[config.mk]
export PLATFORM = sky130hd
export DESIGN_NAME = decode_flat
export DESIGN_NICKNAME = d
export VERILOG_FILES = /design/src/rtl/decode_if.sv /design/src/rtl/decode.sv /design/src/flat_wrapper.sv
export SDC_FILE = /design/constraint.sdc
export NUM_CORES = 1
export LEC_CHECK = 0
export ABC_AREA = 1
export CAP_MARGIN = 20
export CORE_ASPECT_RATIO = 0.6
export CORE_MARGIN = 2
export CORE_UTILIZATION = 40
export CTS_CLUSTER_DIAMETER = 100
export DETAILED_ROUTE_END_ITERATION = 12
export GPL_ROUTABILITY_DRIVEN = 0
export PLACE_DENSITY = 0.86
export REMOVE_ABC_BUFFERS = 1
export SYNTH_ARGS = -nofsm -noshare
export SYNTH_HDL_FRONTEND = slang
export SYNTH_SLANG_ARGS = --single-unit
[constraint.sdc]
create_clock -name clk -period 1.3 [get_ports clk]
set_input_delay 0.195 -clock clk [delete_from_list [all_inputs] [get_ports clk]]
set_output_delay 0.195 -clock clk [all_outputs]
set_load 0.01 [all_outputs]
[src/rtl/decode_if.sv]
// decode_if: fetch-side inputs and execute-side outputs of the decode stage
interface decode_if #(
  parameter int ALU_W = 14,
  parameter int OPC_W = 11
);
  logic [31:0]      i_pc;
  logic [31:0]      i_instr;
  logic             i_ce;
  logic             i_stall;
  logic             i_flush;
  logic [4:0]       o_rs1_addr_c;
  logic [4:0]       o_rs2_addr_c;
  logic [31:0]      o_pc;
  logic [4:0]       o_rs1_addr;
  logic [4:0]       o_rs2_addr;
  logic [4:0]       o_rd_addr;
  logic [31:0]      o_imm;
  logic [2:0]       o_funct3;
  logic [ALU_W-1:0] o_alu_op;
  logic [OPC_W-1:0] o_opcode;
  logic             o_exception;
  logic             o_ecall;
  logic             o_ebreak;
  logic             o_mret;
  logic             o_ce;
  logic             o_stall;
  logic             o_flush;
  modport slave (
    input  i_pc, i_instr, i_ce, i_stall, i_flush,
    output o_rs1_addr_c, o_rs2_addr_c, o_pc, o_rs1_addr, o_rs2_addr, o_rd_addr, o_imm,
           o_funct3, o_alu_op, o_opcode, o_exception, o_ecall, o_ebreak, o_mret,
           o_ce, o_stall, o_flush
  );
  modport master (
    output i_pc, i_instr, i_ce, i_stall, i_flush,
    input  o_rs1_addr_c, o_rs2_addr_c, o_pc, o_rs1_addr, o_rs2_addr, o_rd_addr, o_imm,
           o_funct3, o_alu_op, o_opcode, o_exception, o_ecall, o_ebreak, o_mret,
           o_ce, o_stall, o_flush
  );
endinterface

[src/rtl/decode.sv]
// decode: RV32I decode stage registering fetched PC/instruction and decoding fields
module decode #(
  parameter logic [31:0] PC_RESET = 32'h0,
  parameter int          ALU_W    = 14,
  parameter int          OPC_W    = 11
) (
  input logic     clk,
  input logic     rst,
  decode_if.slave bus
);
  localparam logic [6:0] OP_R = 7'b0110011, OP_I = 7'b0010011, OP_LD = 7'b0000011,
    OP_ST = 7'b0100011, OP_BR = 7'b1100011, OP_JAL = 7'b1101111, OP_JALR = 7'b1100111,
    OP_LUI = 7'b0110111, OP_AUIPC = 7'b0010111, OP_SYS = 7'b1110011, OP_FENCE = 7'b0001111;
  logic [31:0]      ins;
  logic [6:0]       op, f7;
  logic [2:0]       f3;
  logic [31:0]      imm_i, imm_s, imm_b, imm_u, imm_j, imm;
  logic [3:0]       arith_idx, br_idx, alu_idx, cls_idx;
  logic             use_alu, ill, is_ecall, is_ebreak, is_mret;
  logic [ALU_W-1:0] alu_n;
  logic [OPC_W-1:0] opc_n;
  assign ins   = bus.i_instr;
  assign op    = ins[6:0];
  assign f3    = ins[14:12];
  assign f7    = ins[31:25];
  assign imm_i = {{20{ins[31]}}, ins[31:20]};
  assign imm_s = {{20{ins[31]}}, ins[31:25], ins[11:7]};
  assign imm_b = {{19{ins[31]}}, ins[31], ins[7], ins[30:25], ins[11:8], 1'b0};
  assign imm_u = {ins[31:12], 12'b0};
  assign imm_j = {{11{ins[31]}}, ins[31], ins[19:12], ins[20], ins[30:21], 1'b0};
  assign is_ecall  = ins == 32'h0000_0073;
  assign is_ebreak = ins == 32'h0010_0073;
  assign is_mret   = ins == 32'h3020_0073;
  // ALU index order: ADD SUB SLT SLTU XOR OR AND SLL SRL SRA EQ NEQ GE GEU
  assign arith_idx = f3 == 3'd0 ? ((op == OP_R && f7[5]) ? 4'd1 : 4'd0) :
                     f3 == 3'd1 ? 4'd7 : f3 == 3'd2 ? 4'd2 : f3 == 3'd3 ? 4'd3 :
                     f3 == 3'd4 ? 4'd4 : f3 == 3'd5 ? (f7[5] ? 4'd9 : 4'd8) :
                     f3 == 3'd6 ? 4'd5 : 4'd6;
  assign br_idx = f3 == 3'd0 ? 4'd10 : f3 == 3'd1 ? 4'd11 : f3 == 3'd4 ? 4'd2 :
                  f3 == 3'd5 ? 4'd12 : f3 == 3'd6 ? 4'd3 : 4'd13;
  always_comb begin
    cls_idx = 4'd0;
    alu_idx = 4'd0;
    use_alu = 1'b1;
    ill     = 1'b0;
    imm     = imm_i;
    case (op)
      OP_R: begin
        imm     = '0;
        alu_idx = arith_idx;
        ill     = !(f7 == 7'h00 || (f7 == 7'h20 && (f3 == 3'd0 || f3 == 3'd5)));
      end
      OP_I: begin
        cls_idx = 4'd1;
        alu_idx = arith_idx;
        ill     = (f3 == 3'd1 && f7 != 7'h00) || (f3 == 3'd5 && f7 != 7'h00 && f7 != 7'h20);
      end
      OP_LD: begin
        cls_idx = 4'd2;
        ill     = f3 == 3'd3 || f3 == 3'd6 || f3 == 3'd7;
      end
      OP_ST: begin
        cls_idx = 4'd3;
        imm     = imm_s;
        ill     = f3 > 3'd2;
      end
      OP_BR: begin
        cls_idx = 4'd4;
        imm     = imm_b;
        alu_idx = br_idx;
        ill     = f3 == 3'd2 || f3 == 3'd3;
      end
      OP_JAL: begin
        cls_idx = 4'd5;
        imm     = imm_j;
      end
      OP_JALR: begin
        cls_idx = 4'd6;
        ill     = f3 != 3'd0;
      end
      OP_LUI: begin
        cls_idx = 4'd7;
        imm     = imm_u;
      end
      OP_AUIPC: begin
        cls_idx = 4'd8;
        imm     = imm_u;
      end
      OP_SYS: begin
        cls_idx = 4'd9;
        use_alu = 1'b0;
        ill     = f3 == 3'd0 && !(is_ecall || is_ebreak || is_mret);
      end
      OP_FENCE: begin
        cls_idx = 4'd10;
        use_alu = 1'b0;
      end
      default: ill = 1'b1;
    endcase
  end
  assign opc_n = ill ? '0 : OPC_W'(1) << cls_idx;
  assign alu_n = (ill || !use_alu) ? '0 : ALU_W'(1) << alu_idx;
  assign bus.o_rs1_addr_c = ins[19:15];
  assign bus.o_rs2_addr_c = ins[24:20];
  assign bus.o_stall      = bus.i_stall;
  assign bus.o_flush      = bus.i_flush;
  // a stalled stage ignores flush; bubbles (i_ce=0) only clear o_ce
  always_ff @(posedge clk) begin
    if (rst) begin
      bus.o_pc        <= PC_RESET;
      bus.o_rs1_addr  <= '0;
      bus.o_rs2_addr  <= '0;
      bus.o_rd_addr   <= '0;
      bus.o_imm       <= '0;
      bus.o_funct3    <= '0;
      bus.o_alu_op    <= '0;
      bus.o_opcode    <= '0;
      bus.o_exception <= 1'b0;
      bus.o_ecall     <= 1'b0;
      bus.o_ebreak    <= 1'b0;
      bus.o_mret      <= 1'b0;
      bus.o_ce        <= 1'b0;
    end else if (!bus.i_stall) begin
      bus.o_ce <= bus.i_ce & ~bus.i_flush;
      if (bus.i_ce) begin
        bus.o_pc        <= bus.i_pc;
        bus.o_rs1_addr  <= ins[19:15];
        bus.o_rs2_addr  <= ins[24:20];
        bus.o_rd_addr   <= ins[11:7];
        bus.o_imm       <= imm;
        bus.o_funct3    <= f3;
        bus.o_alu_op    <= alu_n;
        bus.o_opcode    <= opc_n;
        bus.o_exception <= ill;
        bus.o_ecall     <= is_ecall;
        bus.o_ebreak    <= is_ebreak;
        bus.o_mret      <= is_mret;
      end
    end
  end
endmodule
[src/flat_wrapper.sv]
// flat-port wrapper written by rule: the top's interface ports become plain ports
module decode_flat 
#(
  parameter logic [31:0] PC_RESET = 32'h0,
  parameter int          ALU_W    = 14,
  parameter int          OPC_W    = 11
)
  (clk, rst, bus_i_pc, bus_i_instr, bus_i_ce, bus_i_stall, bus_i_flush, bus_o_rs1_addr_c, bus_o_rs2_addr_c, bus_o_pc, bus_o_rs1_addr, bus_o_rs2_addr, bus_o_rd_addr, bus_o_imm, bus_o_funct3, bus_o_alu_op, bus_o_opcode, bus_o_exception, bus_o_ecall, bus_o_ebreak, bus_o_mret, bus_o_ce, bus_o_stall, bus_o_flush);
  decode_if #(.ALU_W(ALU_W), .OPC_W(OPC_W)) bus_i ();
  input logic clk;
  input logic rst;
  input wire logic [$bits(bus_i.i_pc)-1:0] bus_i_pc;
  input wire logic [$bits(bus_i.i_instr)-1:0] bus_i_instr;
  input wire logic [$bits(bus_i.i_ce)-1:0] bus_i_ce;
  input wire logic [$bits(bus_i.i_stall)-1:0] bus_i_stall;
  input wire logic [$bits(bus_i.i_flush)-1:0] bus_i_flush;
  output wire logic [$bits(bus_i.o_rs1_addr_c)-1:0] bus_o_rs1_addr_c;
  output wire logic [$bits(bus_i.o_rs2_addr_c)-1:0] bus_o_rs2_addr_c;
  output wire logic [$bits(bus_i.o_pc)-1:0] bus_o_pc;
  output wire logic [$bits(bus_i.o_rs1_addr)-1:0] bus_o_rs1_addr;
  output wire logic [$bits(bus_i.o_rs2_addr)-1:0] bus_o_rs2_addr;
  output wire logic [$bits(bus_i.o_rd_addr)-1:0] bus_o_rd_addr;
  output wire logic [$bits(bus_i.o_imm)-1:0] bus_o_imm;
  output wire logic [$bits(bus_i.o_funct3)-1:0] bus_o_funct3;
  output wire logic [$bits(bus_i.o_alu_op)-1:0] bus_o_alu_op;
  output wire logic [$bits(bus_i.o_opcode)-1:0] bus_o_opcode;
  output wire logic [$bits(bus_i.o_exception)-1:0] bus_o_exception;
  output wire logic [$bits(bus_i.o_ecall)-1:0] bus_o_ecall;
  output wire logic [$bits(bus_i.o_ebreak)-1:0] bus_o_ebreak;
  output wire logic [$bits(bus_i.o_mret)-1:0] bus_o_mret;
  output wire logic [$bits(bus_i.o_ce)-1:0] bus_o_ce;
  output wire logic [$bits(bus_i.o_stall)-1:0] bus_o_stall;
  output wire logic [$bits(bus_i.o_flush)-1:0] bus_o_flush;
  assign bus_i.i_pc = bus_i_pc;
  assign bus_i.i_instr = bus_i_instr;
  assign bus_i.i_ce = bus_i_ce;
  assign bus_i.i_stall = bus_i_stall;
  assign bus_i.i_flush = bus_i_flush;
  assign bus_o_rs1_addr_c = bus_i.o_rs1_addr_c;
  assign bus_o_rs2_addr_c = bus_i.o_rs2_addr_c;
  assign bus_o_pc = bus_i.o_pc;
  assign bus_o_rs1_addr = bus_i.o_rs1_addr;
  assign bus_o_rs2_addr = bus_i.o_rs2_addr;
  assign bus_o_rd_addr = bus_i.o_rd_addr;
  assign bus_o_imm = bus_i.o_imm;
  assign bus_o_funct3 = bus_i.o_funct3;
  assign bus_o_alu_op = bus_i.o_alu_op;
  assign bus_o_opcode = bus_i.o_opcode;
  assign bus_o_exception = bus_i.o_exception;
  assign bus_o_ecall = bus_i.o_ecall;
  assign bus_o_ebreak = bus_i.o_ebreak;
  assign bus_o_mret = bus_i.o_mret;
  assign bus_o_ce = bus_i.o_ce;
  assign bus_o_stall = bus_i.o_stall;
  assign bus_o_flush = bus_i.o_flush;
  decode #(.PC_RESET(PC_RESET), .ALU_W(ALU_W), .OPC_W(OPC_W)) u_core (.clk(clk), .rst(rst), .bus(bus_i));
endmodule
==> out/metrics.cfg <==
[routing]
drc_errors = 0
dr.pass1.iters = 5
ant_nets = 0
routedWlPerCell_um = 16.9
via_per_inst = 5.33
wirelength_mm = 20.4
vias = 6420
drtIter0Drc = 615

[place]
dpl.cell_count = 1162
port_buffers = 192
dpl_cell_area_um2 = 7920
dp_hpwl_mm = 13.4

[synth]
synth.yosys.seq_area_share_pct = 42.7
synthesis.area_um2 = 5250
synth_cell_types = 33
syn_area_per_cell_um2 = 6.94
ys_seq_elements = 112
ys_warn_count = 0
syn_inst = 756

[sta]
fin_skew_ps = 0
rsz0062_at_grt = yes
worstMarginPinSlew_ps = 479
slew_headroom_pct = 67.8
fmax_mhz = 705
hold_slack_ps = 227
finalHoldViolCount = 0
period_minus_slack_ps = 1420
timing.final.ws_setup_ps = -118
timing.final.crit_share_pct = 109
setup_viol_count_final = 21
drv_slew = 0

[cells_and_area]
areaGrowthSynthToFinish_pct = 66.9
multi_input_area_um2 = 2910
design_area_um2 = 8750
final_nets = 1098
fin_cells = 1205
regArea_um2 = 2240
drive_above_1_share_pct = 27.5
fillers = 1021

[power]
net-switching-power_mw = 2.30
switching_share_pct = 28.6
power_frac_comb_pct = 20.0
seqPwrFrac_pct = 45.9
peakVddDrop_mv = 0.703
power.internal_mw = 5.75
p_leak_nw = 4.25
p_per_area_nw_per_um2 = 920
pwr-share-clk_pct = 34.1

[hold_path]
worstHoldPathType = in -> reg
min_to = u_core.bus.o_rd_addr[1]
min_from = bus_i_instr[8]
hold_path_depth = 4

[critical_path]
required_ps = 1540
critPathLaunch = bus_i_instr[6]
reg2reg_depth = 4
cp_data_arrival_time_ps = 1660
startpoint_type = input port
r2r_start = u_core.bus.o_imm[13]
r2r_setup_slack_ps = 550
path_max_fanout = 5
endpoint_kind = flip-flop
critPathKind = in -> reg
rr_endpoint = u_core.bus.o_imm[13]

[outcome]
violations = setup timing
status = complete, but fails checks

[global_routing]
grt-ovfl-total = 0
grt_pass1_vias = 6015
antenna_found_initial = 1
grt_max_degree = 47
grt_use_total_pct = 26.9
grt_first_pass_wirelength_mm = 30.6

[die]
io_pins = 193
core-area_um2 = 12800
fp.dieArea_um2 = 14100
core.rowCount = 32
start_util_pct = 40.9
dieWidth_um = 152
die_h_um = 92.7

[cts]
cts_buffers = 9
clk_path_buf_depth = 2
cts-root-buf = clkbuf_16
path_clk_slew_ps = 80
cts_tree = done
cts_sinks = 112
cts_hold_buf = 0
insertion_delay_ps = 350
htreeDepth = 3

[job]
maxCapViolCount = 0

## layout make-up
type / instances / share of cell area (%)
Timing Repair Buffer: 308 / 31.5
Sequential cell: 112 / 25.6
Clock buffer: 11 / 2.77
Multi-Input combinational cell: 518 / 33.3
Antenna cell: 1 / 0.0286
Clock inverter: 5 / 0.586
Inverter: 80 / 3.77
Tap cell: 170 / 2.43
## synthesized netlist by cell type (all sizes together)
library cell / number / area [µm²]
a211oi: 2 / 15.0
a21oi: 40 / 200
a31o: 1 / 8.76
a31oi: 3 / 18.8
buf: 17 / 131
clkbuf: 31 / 116
dfxtp: 112 / 2240
inv: 80 / 303
nand2: 124 / 503
nand3: 38 / 218
nand4: 11 / 83.8
nor2: 198 / 828
nor3: 5 / 30.0
nor3b: 1 / 7.51
o211ai: 26 / 200
o21ai: 64 / 320
o22ai: 2 / 12.5
or2: 1 / 6.26
## power by group through the flow
stage | clock network [mW] | registers (mW) | logic (mW)
floorplan | 0 | 3.84 | 0.468
detailed placement | 0 | 3.78 | 1.54
global route | 2.93 | 3.71 | 1.73
finish | 2.74 | 3.69 | 1.61
global placement | 0 | 3.77 | 1.51
CTS | 2.79 | 3.69 | 1.50
## cells in the final DEF, fill, tap and decap left out, drive strengths merged, types with 2 or more instances in the layout
cell type,n
a211oi,2
a21oi,40
a31oi,3
buf,136
clkbuf,15
clkdlybuf4s15,6
clkdlybuf4s50,39
clkinv,3
dfxtp,112
dlygate4sd2,121
dlymetal6s2s,2
inv,82
nand2,124
nand3,39
nand4,11
nor2,199
nor3,5
o211ai,26
o21ai,64
o22ai,2
## metrics by stage
step | utilization (%) | TNS, ps | worst slack (ps) | total power [mW]
6_report | 68.3 | -1570 | -118 | 8.05
2_1_floorplan | - | -237830 | -2640 | 4.31
4_1_cts | 65.9 | -35.6 | -21.0 | 7.98
3_3_place_gp | 61.8 | -54310 | -767 | 5.28
5_1_grt | 68.3 | -2920 | -193 | 8.36
3_5_place_dp | 61.8 | -60100 | -849 | 5.32
## worst max-delay path by stage
stage,to,depth (start not counted),slack [ps]
3_3_place_gp,u_core.bus.o_alu_op[9],11,-770
6_report,u_core.bus.o_alu_op[9],11,-120
4_1_cts,u_core.bus.o_alu_op[7],13,-20
2_1_floorplan,u_core.bus.o_imm[12],6,-2640
3_5_place_dp,u_core.bus.o_alu_op[9],13,-850
5_1_grt,u_core.bus.o_alu_op[3],15,-190
## cell families (layout without fill, tap and decap cells)
family,count (synthesis),after routing,share of synthesized area (%)
AO/OA/AOI/OAI,138,138,14.8
buffers and inverters,128,404,10.5
flip-flops,112,112,42.7
other,0,1,0
AND/OR/NAND/NOR,378,380,32.0
## routing by layer
layer	routed length (µm)	share of wire, %	global-route usage (%)	vias up
li1	-	-	-	2974
met1	8770	43	35.8	2973
met2	9040	44	42.2	396
met3	1970	9.6	7.49	77
met4	629	3.1	9.50	0
met5	0	0	0	-
## registers in the layout, summed over array words and instances, names as in the netlist
name and flops:
u_core.bus.o_alu_op 14, u_core.bus.o_ce 1, u_core.bus.o_ebreak 1, u_core.bus.o_ecall 1
u_core.bus.o_exception 1, u_core.bus.o_funct3 3, u_core.bus.o_imm 32, u_core.bus.o_mret 1
u_core.bus.o_opcode 11, u_core.bus.o_pc 32, u_core.bus.o_rd_addr 5, u_core.bus.o_rs1_addr 5
u_core.bus.o_rs2_addr 5
## worst max-delay path, cell delays in order
cell and delay (ps):
buf_8 110, inv_4 60, nand2_2 110, nor3_1 440, nand3_1 170, nand2_2 140, nor2_4 80, nand3_4 120
nor2_2 50, nor2_1 110, nor2_1 60
## timing repair
action | 4_1_cts | 5_1_grt
gates resized for setup | 299 | 101
setup endpoints to repair | 183 | 59
pin swaps | 50 | 66
setup buffers | 13 | 11
gates cloned | 2 | 0
No activity file was read; power rests on OpenSTA's default activity.
